File: config.mk
export PLATFORM = sky130hd
export DESIGN_NAME = alu_mc
export DESIGN_NICKNAME = d
export VERILOG_FILES = /design/src/rtl/alu_mc.sv
export SDC_FILE = /design/constraint.sdc
export NUM_CORES = 1
export LEC_CHECK = 0
export ABC_CLOCK_PERIOD_IN_PS = 7400
export CAP_MARGIN = 10
export CORE_MARGIN = 5
export CORE_UTILIZATION = 61
export CTS_BUF_LIST = sky130_fd_sc_hd__clkbuf_16
export DETAILED_ROUTE_END_ITERATION = 10
export PLACE_DENSITY_LB_ADDON = 0.1
export SETUP_SLACK_MARGIN = 0.05
export SYNTH_ARGS = -nofsm -noshare
export SYNTH_HDL_FRONTEND = slang
export SYNTH_SLANG_ARGS = --single-unit
File: constraint.sdc
create_clock -name clk -period 7.4 [get_ports clk]
set_clock_uncertainty 0.05 [all_clocks]
set_input_delay 1.11 -clock clk [delete_from_list [all_inputs] [get_ports clk]]
set_output_delay 1.11 -clock clk [all_outputs]
set_load 0.01 [all_outputs]
File: src/rtl/alu_mc.sv
// Multi-cycle MIPS-lite ALU: registered single-cycle ALU ops plus iterative unsigned
// MULU (shift-add) and DIVU (restoring), with a start/busy/done handshake.
module alu_mc #(
    parameter int WIDTH = 32,
    parameter int CNTW  = 6
) (
    input  logic             clk,
    input  logic             reset,
    input  logic             start,
    input  logic [3:0]       op,
    input  logic [WIDTH-1:0] a,
    input  logic [WIDTH-1:0] b,
    output logic [WIDTH-1:0] result,
    output logic [WIDTH-1:0] hi,
    output logic             zout,
    output logic             vout,
    output logic             nout,
    output logic             dbz,
    output logic             busy,
    output logic             done
);
    localparam int MSB = WIDTH - 1;
    localparam logic [3:0] OP_AND  = 4'b0000;
    localparam logic [3:0] OP_OR   = 4'b0001;
    localparam logic [3:0] OP_ADD  = 4'b0010;
    localparam logic [3:0] OP_NOR  = 4'b0011;
    localparam logic [3:0] OP_SUB  = 4'b0110;
    localparam logic [3:0] OP_SLT  = 4'b0111;
    localparam logic [3:0] OP_MULU = 4'b1000;
    localparam logic [3:0] OP_DIVU = 4'b1001;
    localparam logic [CNTW-1:0] CNT_ONE  = {{(CNTW-1){1'b0}}, 1'b1};
    localparam logic [CNTW-1:0] CNT_INIT = CNTW'(WIDTH);

    typedef enum logic {IDLE = 1'b0, RUN = 1'b1} state_t;

    state_t           state_r, next_state_s;
    logic [CNTW-1:0]  count_r;
    logic [WIDTH-1:0] work_hi_r, work_lo_r, opnd_r;
    logic             is_div_r;
    logic [WIDTH-1:0] sum_s, diff_s, sc_res_s, step_hi_s, step_lo_s;
    logic             add_ovf_s, sub_ovf_s, sc_vout_s;
    logic [WIDTH:0]   mul_sum_s, div_shift_s, div_trial_s;
    logic             accept_s, multi_s, last_s;

    assign accept_s = (state_r == IDLE) && start;
    assign multi_s  = (op == OP_MULU) || ((op == OP_DIVU) && (b != {WIDTH{1'b0}}));
    assign last_s   = (state_r == RUN) && (count_r == CNT_ONE);

    // Single-cycle ALU result and overflow; SUB is formed as a + ~b + 1
    always_comb begin
        sum_s     = a + b;
        diff_s    = a + ~b + {{(WIDTH-1){1'b0}}, 1'b1};
        add_ovf_s = (a[MSB] == b[MSB]) && (sum_s[MSB] != a[MSB]);
        sub_ovf_s = (a[MSB] != b[MSB]) && (diff_s[MSB] != a[MSB]);
        sc_res_s  = {WIDTH{1'b0}};
        sc_vout_s = 1'b0;
        case (op)
            OP_ADD: begin
                sc_res_s  = sum_s;
                sc_vout_s = add_ovf_s;
            end
            OP_SUB: begin
                sc_res_s  = diff_s;
                sc_vout_s = sub_ovf_s;
            end
            OP_SLT:  sc_res_s = {{(WIDTH-1){1'b0}}, diff_s[MSB] ^ sub_ovf_s};
            OP_AND:  sc_res_s = a & b;
            OP_OR:   sc_res_s = a | b;
            OP_NOR:  sc_res_s = ~(a | b);
            default: sc_res_s = {WIDTH{1'b0}};
        endcase
    end

    // One iteration: work_hi:work_lo is the product pair for MULU, remainder:quotient for DIVU
    always_comb begin
        mul_sum_s   = {1'b0, work_hi_r} + (work_lo_r[0] ? {1'b0, opnd_r} : {(WIDTH+1){1'b0}});
        div_shift_s = {work_hi_r, work_lo_r[MSB]};
        div_trial_s = div_shift_s - {1'b0, opnd_r};
        if (is_div_r) begin
            if (div_trial_s[WIDTH]) begin
                step_hi_s = div_shift_s[WIDTH-1:0];
                step_lo_s = {work_lo_r[WIDTH-2:0], 1'b0};
            end else begin
                step_hi_s = div_trial_s[WIDTH-1:0];
                step_lo_s = {work_lo_r[WIDTH-2:0], 1'b1};
            end
        end else begin
            step_hi_s = mul_sum_s[WIDTH:1];
            step_lo_s = {mul_sum_s[0], work_lo_r[WIDTH-1:1]};
        end
    end

    // Next-state logic
    always_comb begin
        next_state_s = state_r;
        case (state_r)
            IDLE: begin
                if (accept_s && multi_s) begin
                    next_state_s = RUN;
                end else begin
                    next_state_s = IDLE;
                end
            end
            RUN: begin
                if (last_s) begin
                    next_state_s = IDLE;
                end else begin
                    next_state_s = RUN;
                end
            end
            default: next_state_s = IDLE;
        endcase
    end

    // State register
    always_ff @(posedge clk or posedge reset) begin
        if (reset) begin
            state_r <= IDLE;
        end else begin
            state_r <= next_state_s;
        end
    end

    // Operand capture, iteration registers and registered outputs
    always_ff @(posedge clk or posedge reset) begin
        if (reset) begin
            count_r   <= {CNTW{1'b0}};
            work_hi_r <= {WIDTH{1'b0}};
            work_lo_r <= {WIDTH{1'b0}};
            opnd_r    <= {WIDTH{1'b0}};
            is_div_r  <= 1'b0;
            result    <= {WIDTH{1'b0}};
            hi        <= {WIDTH{1'b0}};
            zout      <= 1'b1;
            vout      <= 1'b0;
            nout      <= 1'b0;
            dbz       <= 1'b0;
            busy      <= 1'b0;
            done      <= 1'b0;
        end else if (accept_s) begin
            if (multi_s) begin
                work_hi_r <= {WIDTH{1'b0}};
                work_lo_r <= (op == OP_DIVU) ? a : b;
                opnd_r    <= (op == OP_DIVU) ? b : a;
                is_div_r  <= (op == OP_DIVU);
                count_r   <= CNT_INIT;
                busy      <= 1'b1;
                done      <= 1'b0;
            end else if (op == OP_DIVU) begin
                // Divide by zero completes at once with an all-ones quotient
                result <= {WIDTH{1'b1}};
                hi     <= a;
                zout   <= 1'b0;
                vout   <= 1'b0;
                nout   <= 1'b1;
                dbz    <= 1'b1;
                done   <= 1'b1;
            end else begin
                result <= sc_res_s;
                hi     <= {WIDTH{1'b0}};
                zout   <= (sc_res_s == {WIDTH{1'b0}});
                vout   <= sc_vout_s;
                nout   <= sc_res_s[MSB];
                dbz    <= 1'b0;
                done   <= 1'b1;
            end
        end else if (state_r == RUN) begin
            work_hi_r <= step_hi_s;
            work_lo_r <= step_lo_s;
            count_r   <= count_r - CNT_ONE;
            if (last_s) begin
                result <= step_lo_s;
                hi     <= step_hi_s;
                zout   <= is_div_r ? (step_lo_s == {WIDTH{1'b0}})
                                   : ({step_hi_s, step_lo_s} == {(2*WIDTH){1'b0}});
                vout   <= 1'b0;
                nout   <= step_lo_s[MSB];
                dbz    <= 1'b0;
                busy   <= 1'b0;
                done   <= 1'b1;
            end else begin
                done <= 1'b0;
            end
        end else begin
            done <= 1'b0;
        end
    end
endmodule

### Word level (Yosys, flattened, before mapping)

Cells that the tools add are included.

* register bits after elaboration: 174
* input bits: 71
* output and inout port bits: 70
* word-level logic and storage cells: 114

* add/subtract/negate cells: 6
* equality and inequality tests: 14
* muxes and demuxes: 56
* bitwise logic cells: 6
* reduce and logical (&&, ||, !) cells: 18

Operators with widths (count)
* $mux 32: 22
* $pmux 32 s6: 1
* $add 32x32->32: 2
* $logic_not 32->1: 2
* $logic_not 64->1: 1
* $not 32->32: 2
* $add 32x32->33: 1
* $sub 33x32->33: 1
* $add 32x1->32 const B: 1
* $and 32x32->32: 1
* $or 32x32->32: 1
* $reduce_bool 32->1: 1
* $mux 1: 28
* $mux 6: 3
* $eq 4x2->1 const B: 2
* $eq 4x3->1 const B: 2
* $eq 4x4->1 const B: 2
* $eq 6x1->1 const B: 1
* $logic_and 1x1->1: 6
* $reduce_and 3->1: 2
* $sub 6x1->6 const B: 1
* $eq 4x1->1 const B: 1
* $logic_not 4->1: 1
* $pmux 1 s2: 2
* other kinds (9): 13

### Depth between registers and ports, before layout

* depth after elaboration: 11
* depth in mapped cells: 26
* mapped depth without buffers: 25

### Worst setup path after synthesis

No wires, ideal clock.

* path type: input-to-reg
* start: input port a[1]
* end: register zout
* library setup time: 0.067 ns
* arrival: 5.344 ns
* required time: 7.283 ns
* path slack: 1.939 ns
* stages: 25
* path buffers: 0
* cell sequence: inv_1 ha_1 or2_2 a2111oi_2 o311a_1 o21ai_2 o211ai_2 a2111oi_0 or2_2 nor2_1 nor2_1 nor2_1 nor2_1 fa_1 a31oi_1 o32a_1 nand3_1 or3_1 nor3_1 nand4_1 nor4_1 nand4_1 nor4_4 o22ai_1 nor2_1

* cells in the longest elaborated chain, start to end: 10
* elaborated cells on any way between the ends: 14
* those cells by class: add/sub (3); eq/ne (1); mux (4); bitwise (4); reduce/logical (2)

Ends and longest elaborated chain
* from (decl): RTL line 11 `input logic [WIDTH-1:0] a,`
* $add 32x32->32: RTL line 52 `diff_s = a + ~b + {{(WIDTH-1){1'b0}}, 1'b1};`
* $add 32x1->32: RTL line 52
* $ne 1x1->1: RTL line 54 `sub_ovf_s = (a[MSB] != b[MSB]) && (diff_s[MSB] != a[MSB]);`
* $logic_and 1x1->1: RTL line 54
* $xor 1x1->1: RTL line 66 `OP_SLT: sc_res_s = {{(WIDTH-1){1'b0}}, diff_s[MSB] ^ sub_ovf_s};`
* $pmux 32 s6 *: RTL line 57 `case (op)`
* $logic_not 32->1 *: RTL line 161 `zout <= (sc_res_s == {WIDTH{1'b0}});`
* $mux 1 *: RTL line 149 `end else if (op == OP_DIVU) begin`
* $mux 1 *: RTL line 141 `if (multi_s) begin`
* $mux 1 *: RTL line 140 `end else if (accept_s) begin`
* to (signal assigned): RTL line 161
* to (signal assigned): RTL line 174 `zout <= is_div_r ? (step_lo_s == {WIDTH{1'b0}})`
* to (decl): RTL line 15 `output logic zout,`

Mark *: on every way between the ends. The rest lies on a longest branch, timed or not. The select of a mux whose other input is x is not followed.
A chain may end at the register's enable or synchronous reset.

### Final worst setup path

Same ends and word-level chain as after synthesis.

==> results.toml <==
[min_path]
whs_path_depth = 2
min_path_type = "register to register"

[synthesis]
async_flop_share_pct = 100
yosysWarnings = 0
yosysTopAreaCell = "dfrtp_1"
synth_top_area_share_pct = 22.7
ys_top_cells_by_area = "dfrtp_1 23%, ha_1 11%, nand2_1 6.4%"
synth-edff-count = 0
synth_area_per_cell_sq_um = 7.43
netlist_instances = 2548
ys_seq_elements = 173
syn_nets = 2794
seq_area_frac_synth_pct = 22.9
syn-cell-area_sq_um = 18900
ys_types = 97
yosys-top-cells-count = "322 x nand2_1, 268 x nor2_1, 210 x a21oi_1"
yosysMostFrequentCell = "nand2_1"
ys.flop_type = "dfrtp_1"

[finish]
drive_above_1_share_pct = 5.55
nets = 2826
syn2layout_area_growth_pct = 11.2
fill_cells = 2543

[timing]
finalHoldViolCount = 0
setup-violations-final = 0
rsz0062_at_grt = "false"
fmax_ghz = 0.146
slew_headroom_pct = 7.33
worst_slack_ns = 0.552
timing.hold.ws_ns = 0.426
finalCritPeriodShare_pct = 92.5
fin_tns_setup_ns = 0
worstMarginPinSlew_ns = 1.35
finalMaxSlewViolations = 0
fin_crit_ns = 6.85

[floorplanning]
core-area_sq_um = 30600
die_x_um = 186
start_util_pct = 61.9
top_level_ports = 141
row_count = 64
die_y_um = 186
fp.dieArea_sq_um = 34700

[place]
dp_hpwl_mm = 59.1
gp_congestion = 1.08
dp_slack_ns = 0.297
io_buffers = 140

[clocking]
post_cts_resize_count = 0
cts_buffer_depth = 2
cts_tree = "built"
clkLatencyLatePin_ns = 0.45
cts-buffers-inserted = 17
cts.reportedPaths.clkPinSlew_ns = 0.07
cts.sinks = 173
post-cts-setup-buffers = 0
htreeDepth = 4
hold_buffers = 0
clock-root-buffer = "clkbuf_16"

[power_and_ir_drop]
p_sw_share_pct = 54.1
vdd_ir_drop_max_mv = 0.229
p_sw_w = 0.00517
pwr-share-clk_pct = 9.5
totalPowerFinal_w = 0.00956
p_leak_nw = 9.36
p_int_w = 0.00438
pwr-share-comb_pct = 69.6
p_per_area_nw_per_um2 = 454
power.sequential.fraction_pct = 20.9

[grt]
gr-usage-met1_pct = 56.1
met3_usage_pct = 11.8
grt.met2_usage_pct = 66.8
grt.busiest_layer = "met2"
grt_antenna_before_repair = 1
grt_pass1_vias = 20400
grt.total_usage_pct = 44.5
overflow = 0
grt_pass1_wl_mm = 119
grt_max_degree = 97

[critical_path]
critical_path_required_ns = 7.73
cp.arrival_ns = 7.18
crit_path_max_fanout = 6
cp-start-kind = "input port"
reg2regPathDepth = 17
path_class = "input port to register"
critPathCaptureType = "register"

[flow_run]
max_cap_violations = 0

[drt]
drtAntennaViolNets = 0
postRouteWirelength_mm = 79.1
vias_per_cell = 7.22
vias = 21600
dr.pass1.iters = 9
drc = 0
post_drt_wl_per_cell_um = 26.4
drt_iter0_drc = 3564

[status]
outcome = "finished, final reports clean"
==> critical path: stages <==
cell and delay [ns]:
clkdlybuf4s50_1 0.63, inv_1 0.15, ha_1 0.33, or2_2 0.31, a2111oi_2 0.48, o311a_1 0.32
o21ai_2 0.17, o211ai_2 0.29, a2111oi_0 0.22, or2_2 0.38, nor2_1 0.10, nor2_1 0.05
nor2_1 0.08, nor2_1 0.07, fa_1 0.38, a31oi_1 0.15, o32a_1 0.19, nand3_1 0.08
or3_1 0.34, nor3_1 0.16, nand4_1 0.12, nor4_1 0.26, nand4_1 0.21, nor4_4 0.33
o22ai_1 0.14, nor2_1 0.14
==> logic make-up after synthesis <==
kind of cell / Yosys count / share of synthesized area [%]
adder cells (fa/ha/maj): 175 / 11.8
XOR/XNOR: 90 / 4.16
multiplexers: 49 / 2.75
buffers and inverters: 313 / 6.37
flip-flops: 173 / 22.9
AO/OA/AOI/OAI: 840 / 29.9
AND/OR/NAND/NOR: 908 / 22.2
==> worst paths after layout <==
kind / startpoint / endpoint / slack [ns]
max in group asynchronous: reset / result[0] / 4.52
worst min-delay path: hi[18] / hi[18] / 0.43
worst min register to register: hi[18] / hi[18] / 0.43
min in group asynchronous: reset / opnd_r[7] / 1.17
worst max register to register: work_lo_r[0] / zout / 1.71
worst max-delay path: a[1] / zout / 0.55
==> area by class of cell <==
cell class	instances	area (sq um)	share of cell area, %
Sequential cell	173	4330	20.6
Antenna cell	4	10.0	0.0475
Clock buffer	17	425	2.02
Tap cell	396	495	2.35
Timing Repair Buffer	172	1630	7.75
Multi-Input combinational cell	2062	13400	63.8
Clock inverter	15	135	0.642
Inverter	154	583	2.77
==> cell usage in the layout, fill, tap and decap left out, types with 16 or more instances in the layout <==
cell,netlist,final
nand3_1,41,41
a22o_1,19,19
nor2_1,268,265
a21oi_1,210,210
o211ai_1,25,25
and2_1,53,51
a22oi_1,30,30
a31oi_1,60,60
clkbuf_16,0,17
dfrtp_1,172,171
o31ai_1,23,23
xor2_1,33,33
o21bai_1,16,16
mux2i_1,25,25
a211oi_1,57,57
xnor2_1,57,57
nor3_1,48,48
ha_1,170,170
nand2b_1,22,22
mux2_2,23,23
o21ai_0,134,134
buf_4,1,32
nor4_1,24,24
clkdlybuf4s50_1,0,138
a21o_1,63,63
nor2b_1,28,27
nand4_1,28,28
nand2_1,322,320
o22ai_1,23,23
inv_1,152,152
==> power by group through the flow <==
stage | Combinational (W) | Sequential (W) | Clock, W
after global placement | 0.00619 | 0.00193 | 0
after CTS | 0.00640 | 0.00194 | 0.000898
after global routing | 0.00708 | 0.00202 | 0.000937
after detailed placement | 0.00633 | 0.00195 | 0
after floorplan | 0.00430 | 0.00180 | 0
final | 0.00665 | 0.00199 | 0.000909
==> through the flow <==
step | util [%] | area, sq um | cells
final | 68.8 | 21100 | 2993
after global routing | 68.8 | 21000 | 2990
after global placement | 67.0 | 20500 | 2957
after floorplan | - | 18900 | 2548
after CTS | 68.8 | 21000 | 2989
after detailed placement | 67.0 | 20500 | 2957
==> layer usage <==
| layer | up-vias | routed length [um] |
|---|---|---|
| met4 | 0 | 6950 |
| met1 | 10100 | 27900 |
| li1 | 9260 | - |
| met3 | 451 | 10400 |
| met5 | - | 0 |
| met2 | 1842 | 33800 |
==> state kept, by name (all words and copies together) (netlist names) <==
| name | count |
|---|---|
| result | 32 |
| vout | 1 |
| hi | 32 |
| dbz | 1 |
| zout | 1 |
| busy | 1 |
| opnd_r | 32 |
| state_r | 1 |
| done | 1 |
| count_r | 6 |
| work_lo_r | 32 |
| is_div_r | 1 |
| work_hi_r | 32 |
Power figures use the tool's default switching activity.
